$ cat src/rtl/gf16_reduce.sv
// ---------------------------------------------------------------------------
// gf16_reduce
// Iterative reducer for GF(2^16). Takes the 31-bit carry-less product from the
// upstream 16x16 polynomial multiplier and reduces it modulo POLY. Each BUSY
// cycle clears BITS_PER_CYCLE high-order bits. The latency is fixed at
// 15/BITS_PER_CYCLE cycles and does not depend on the operand value.
//
// Parameters
//   POLY            degree-16 field polynomial (bit 16 must be set)
//   BITS_PER_CYCLE  high bits cleared per BUSY cycle (1, 3, 5 or 15)
// Ports
//   clk        rising-edge clock
//   rst        synchronous active-high reset
//   in_valid   in_prod carries an operand
//   in_ready   block is idle and can accept an operand
//   in_prod    31-bit carry-less product, bit i = coefficient of x^i
//   out_valid  out_data holds a reduced result
//   out_ready  downstream accepts the result
//   out_data   in_prod mod POLY (reads zero while out_valid is low)
//   busy       high while an operation is in flight (BUSY or DONE)
// ---------------------------------------------------------------------------
module gf16_reduce #(
    parameter logic [16:0] POLY           = 17'h1002D,
    parameter int          BITS_PER_CYCLE = 1
) (
    input  logic        clk,
    input  logic        rst,
    input  logic        in_valid,
    output logic        in_ready,
    input  logic [30:0] in_prod,
    output logic        out_valid,
    input  logic        out_ready,
    output logic [15:0] out_data,
    output logic        busy
);

    localparam int STEPS = 15 / BITS_PER_CYCLE;
    localparam int CNT_W = (STEPS > 1) ? $clog2(STEPS + 1) : 1;
    localparam logic [CNT_W-1:0] LAST_STEP = CNT_W'(STEPS - 1);
    localparam logic [30:0] POLY_EXT = {14'd0, POLY};

    // Reject parameter values that would silently produce a wrong field.
    if (POLY[16] !== 1'b1) begin : g_bad_poly
        $error("gf16_reduce: POLY must have bit 16 set");
    end
    if (!(BITS_PER_CYCLE == 1 || BITS_PER_CYCLE == 3 ||
          BITS_PER_CYCLE == 5 || BITS_PER_CYCLE == 15)) begin : g_bad_bpc
        $error("gf16_reduce: BITS_PER_CYCLE must be 1, 3, 5 or 15");
    end

    typedef enum logic [1:0] {
        IDLE = 2'd0,
        BUSY = 2'd1,
        DONE = 2'd2
    } state_t;

    state_t            state_q, state_d;
    logic [30:0]       r_q, r_d;
    logic [CNT_W-1:0]  cnt_q, cnt_d;
    logic [15:0]       out_data_q, out_data_d;

    logic [30:0]       r_step;
    logic [4:0]        k_top;
    logic [4:0]        k;

    // One BUSY cycle of long division: walk down from bit 30-cnt*B, and
    // wherever the running remainder has a 1 at bit k, cancel it with
    // POLY aligned so its x^16 term lands on bit k. The lowest k reached
    // is 16, so the shift is never negative and POLY never passes bit 30.
    always_comb begin
        r_step = r_q;
        k_top  = 5'(30 - int'(cnt_q) * BITS_PER_CYCLE);
        k      = k_top;
        for (int j = 0; j < BITS_PER_CYCLE; j++) begin
            k = k_top - 5'(j);
            if (r_step[k]) begin
                r_step = r_step ^ (POLY_EXT << (k - 5'd16));
            end
        end
    end

    // Next-state logic. The result is latched into out_data when BUSY
    // finishes and cleared again on the output transfer, so out_data is
    // zero whenever out_valid is low.
    always_comb begin
        state_d    = state_q;
        r_d        = r_q;
        cnt_d      = cnt_q;
        out_data_d = out_data_q;
        case (state_q)
            IDLE: begin
                if (in_valid) begin
                    r_d     = in_prod;
                    cnt_d   = '0;
                    state_d = BUSY;
                end
            end
            BUSY: begin
                r_d   = r_step;
                cnt_d = cnt_q + 1'b1;
                if (cnt_q == LAST_STEP) begin
                    state_d    = DONE;
                    out_data_d = r_step[15:0];
                end
            end
            DONE: begin
                if (out_ready) begin
                    state_d    = IDLE;
                    out_data_d = '0;
                end
            end
            default: begin
                state_d = IDLE;
            end
        endcase
    end

    // State register. Reset takes priority over any handshake in flight.
    always_ff @(posedge clk) begin
        if (rst) begin
            state_q    <= IDLE;
            r_q        <= '0;
            cnt_q      <= '0;
            out_data_q <= '0;
        end else begin
            state_q    <= state_d;
            r_q        <= r_d;
            cnt_q      <= cnt_d;
            out_data_q <= out_data_d;
        end
    end

    // After the last step every bit above x^15 must have been cleared.
    always @(posedge clk) begin
        if (!rst && state_q == BUSY && cnt_q == LAST_STEP) begin
            assert (r_step[30:16] == 15'd0);
        end
    end

    // All outputs decode registered state only, so there is no
    // combinational path from in_valid or out_ready.
    assign in_ready  = (state_q == IDLE);
    assign out_valid = (state_q == DONE);
    assign busy      = (state_q != IDLE);
    assign out_data  = out_data_q;

endmodule
$ cat config.mk
export PLATFORM = sky130hd
export DESIGN_NAME = gf16_reduce
export DESIGN_NICKNAME = d
export VERILOG_FILES = /design/src/rtl/gf16_reduce.sv
export SDC_FILE = /design/constraint.sdc
export NUM_CORES = 1
export LEC_CHECK = 0
export CAP_MARGIN = 20
export CORE_MARGIN = 2
export CORE_UTILIZATION = 55
export CTS_BUF_LIST = sky130_fd_sc_hd__clkbuf_2
export DETAILED_ROUTE_END_ITERATION = 10
export GPL_TIMING_DRIVEN = 0
export PLACE_DENSITY_LB_ADDON = 0.3
export SLEW_MARGIN = 0
export SYNTH_ARGS = -nofsm -noshare
export SYNTH_HDL_FRONTEND = slang
export SYNTH_SLANG_ARGS = --single-unit
$ cat constraint.sdc
create_clock -name clk -period 9.9 [get_ports clk]
set_clock_uncertainty 0.1 [all_clocks]
set_input_delay 0.99 -clock clk [delete_from_list [all_inputs] [get_ports clk]]
set_output_delay 0.99 -clock clk [all_outputs]
set_load 0.05 [all_outputs]
==> reports/qor.csv <==
metric,value,unit
mappedNetlistArea,3970,sq um
wl_per_cell,20.1,um
tightest_slew,0.948,ns
n_antenna_cell,0,
seq_area_frac_synth,0.267,
cts_setup_buffers,0,
sequentialPowerShare,0.500,
internal-power,0.307,mW
std_cell_rows,30,
synthCells,506,
critical_path.startpoint_type,flop,
globalRouteOverflowTotal,0,
holdCritStartpoint,out_data[5],
first_element_of_the_critical_path,cnt_q[1],
part_of_the_cycle_the_worst_path_needs,0.386,
numPortBuffers,53,
detail_route.drc_violations,0,
antenna_found_initial,0,
grt_start_max_net_pins,18,
timing.hold.worst.class,flop to flop,
synthTopCellsByArea,"sky130_fd_sc_hd__dfxtp_1, sky130_fd_sc_hd__nor2_1, sky130_fd_sc_hd__nand2_1",
r2r_start,cnt_q[1],
ff_latch_count_synth,53,
dpl_worst_slack,6.16,ns
final_area,4670,sq um
weighted_congestion_at_the_end_of_routability_driven_global_placement,0.952,
critPathCaptureType,flop,
critPathArrivalTime,4.13,ns
report.final.hold_viol_count,0,
postSynth.asyncResetShare,0,
final_period_minus_worst_setup_slack,3.82,ns
placeableCoreArea,6910,sq um
cp.required,10.21,ns
outcome,"complete, no violations",
rsz0062_at_grt,no,
cts_tree,built,
max-slew-margin-rel,0.364,
ioPinCount,54,
layout_setup_ws,6.08,ns
final_max_slew_viol_count,0,
yosysWarningCount,0,
numClockSinks,53,
worstSkewPairLatency,0.46,ns
max_cap_viol_count,0,
detail-route-antenna-nets,0,
synthDominantAreaCellType,sky130_fd_sc_hd__dfxtp_1,
synth_cell_type_count,73,
critical_path_peak_fanout,10,
setup_violations,0,
total_leakage_power,1.65,nW
post_route_cells_drive_above_1_share,0.0811,
power.net_switching,0.178,mW
post_layout_nonfiller_instances,663,
worst_ir_drop_vdd,0.0828,mV
layout-area-overhead-vs-synth,17.6,%
drtIter0Drc,523,
syn_area_per_cell,7.85,sq um
viasPerCell,6.50,
cts-buffers-inserted,5,
post-route-util,0.676,
num_vias,4310,
detailedPlacementHpwl,10100,um
synth_enable_flop_cells,0,
initial_core_util,0.575,
detail_route.wirelength,13300,um
max_freq,262,MHz
clk_pin_slew_worst_paths,0.29,ns
grt.total_usage,0.344,
post_cts_resized,0,
die-area,7920,sq um
syn_nets,548,
power.switching_fraction,0.367,
cts_hold_buffers,0,
setup_tns,0,ns
die_height,89,um
power.share.combinational,0.309,
timing_worst_setup_path_type,flop to flop,
dpl.cell_count,655,
fp.dieW,89,um
first_global_vias,4087,
grt_first_pass_wirelength,20800,um
clock_path_buffers,2,
drt_pass1_iterations,5,
fin_nets,608,
cts.htree.levels,2,
power_density,104,nW/um^2
synth-main-ff-cell,sky130_fd_sc_hd__dfxtp_1,
synthDominantCellAreaShare,0.267,
placement.cell_area,4620,sq um
root_buffer,sky130_fd_sc_hd__clkbuf_2,
power.clock.fraction,0.191,
-- placed cells by master (no fill, tap or decap), drive strengths merged, types with 6 or more instances in the layout --
cell	count
clkdlybuf4s50	53
ha	7
nor4	10
xnor2	19
a211oi	11
nand2	42
and2	7
nor3	11
a21oi	25
nor2	57
dfxtp	53
inv	10
nor2b	7
and3	13
mux2i	8
clkbuf	35
o22ai	10
mux2	6
a311oi	8
o2bb2ai	6
buf	15
nand3	15
a22o	6
nand2b	13
o21ai	31
-- metal layers --
layer  vias to the layer above  GRT usage  share of wire
li1                       1991          -              -
met1                      2019      0.423           0.40
met2                       255      0.598           0.48
met3                        45     0.0563          0.083
met4                         0      0.140          0.041
met5                         -          0              0
-- Yosys cell counts, types with 5 or more instances --
cell type	instances
sky130_fd_sc_hd__a211oi_1	11
sky130_fd_sc_hd__a21boi_0	5
sky130_fd_sc_hd__a21oi_1	25
sky130_fd_sc_hd__a22o_1	6
sky130_fd_sc_hd__a22oi_1	5
sky130_fd_sc_hd__a311oi_1	8
sky130_fd_sc_hd__and2_1	7
sky130_fd_sc_hd__and3_1	12
sky130_fd_sc_hd__buf_2	9
sky130_fd_sc_hd__clkbuf_1	30
sky130_fd_sc_hd__dfxtp_1	53
sky130_fd_sc_hd__ha_1	7
sky130_fd_sc_hd__inv_1	10
sky130_fd_sc_hd__mux2_2	5
sky130_fd_sc_hd__mux2i_1	8
sky130_fd_sc_hd__nand2_1	42
sky130_fd_sc_hd__nand2b_1	13
sky130_fd_sc_hd__nand3_1	14
sky130_fd_sc_hd__nor2_1	57
sky130_fd_sc_hd__nor2b_1	7
sky130_fd_sc_hd__nor3_1	11
sky130_fd_sc_hd__nor4_1	9
sky130_fd_sc_hd__o21ai_0	25
sky130_fd_sc_hd__o21ai_1	6
sky130_fd_sc_hd__o22ai_1	10
sky130_fd_sc_hd__o2bb2ai_1	6
sky130_fd_sc_hd__xnor2_1	18
-- flip-flops by register name (all words and copies together) (netlist names) --
| signal | cells |
|---|---|
| r_q | 31 |
| out_data | 16 |
| cnt_q | 4 |
| state_q | 2 |
-- stage by stage --
stage	total power [mW]	hold slack [ns]
2_1_floorplan	0.341	0.356
3_3_place_gp	0.387	0.335
3_5_place_dp	0.390	0.341
4_1_cts	0.480	0.374
5_1_grt	0.503	0.392
6_report	0.484	0.372
-- critical path, stage by stage, from the launching register on --
cell and delay [ns]:
sky130_fd_sc_hd__dfxtp_1 0.47, sky130_fd_sc_hd__buf_2 0.27, sky130_fd_sc_hd__buf_1 0.40, sky130_fd_sc_hd__inv_1 0.18
sky130_fd_sc_hd__ha_1 0.30, sky130_fd_sc_hd__buf_2 0.23, sky130_fd_sc_hd__mux2_2 0.41, sky130_fd_sc_hd__o221ai_1 0.17
sky130_fd_sc_hd__o211a_1 0.18, sky130_fd_sc_hd__buf_2 0.24, sky130_fd_sc_hd__buf_2 0.26, sky130_fd_sc_hd__nand4_1 0.20
sky130_fd_sc_hd__a21boi_0 0.19, sky130_fd_sc_hd__o21a_1 0.17
-- cells by family after synthesis --
family                     Yosys count  share of synthesized area
DFF                                 53                      0.267
and+or+nand+nor                    197                      0.252
AOI/OAI and AO/OA                  155                      0.289
adders and majority gates            7                     0.0220
muxes                               18                     0.0608
buffers and inverters               56                     0.0633
xor gates and xnor gates            20                     0.0460
-- path summary, 6_finish.rpt --
kind / end / slack [ns] / depth (start not counted)
hold reg to reg: out_data[5] / 0.37 / 2
hold / removal: out_data[5] / 0.37 / 2
setup reg to reg: r_q[21] / 6.08 / 13
setup / recovery: r_q[21] / 6.08 / 13
-- final cells by class --
| type | instances | area, sq um |
|---|---|---|
| Tap cell | 96 | 120 |
| Clock buffer | 5 | 25.0 |
| Inverter | 11 | 41.3 |
| Multi-Input combinational cell | 397 | 2660 |
| Clock inverter | 3 | 22.5 |
| Sequential cell | 53 | 1060 |
| Fill cell | 617 | 2230 |
| Buffer | 45 | 210 |
| Timing Repair Buffer | 53 | 531 |
-- power by group through the flow --
stage,clock network [mW],logic [mW],registers (mW)
2_1_floorplan,0,0.0999,0.241
3_3_place_gp,0,0.143,0.244
3_5_place_dp,0,0.145,0.245
4_1_cts,0.0925,0.146,0.241
5_1_grt,0.0992,0.160,0.244
6_report,0.0926,0.150,0.242
(Power assumes the default switching activity.)
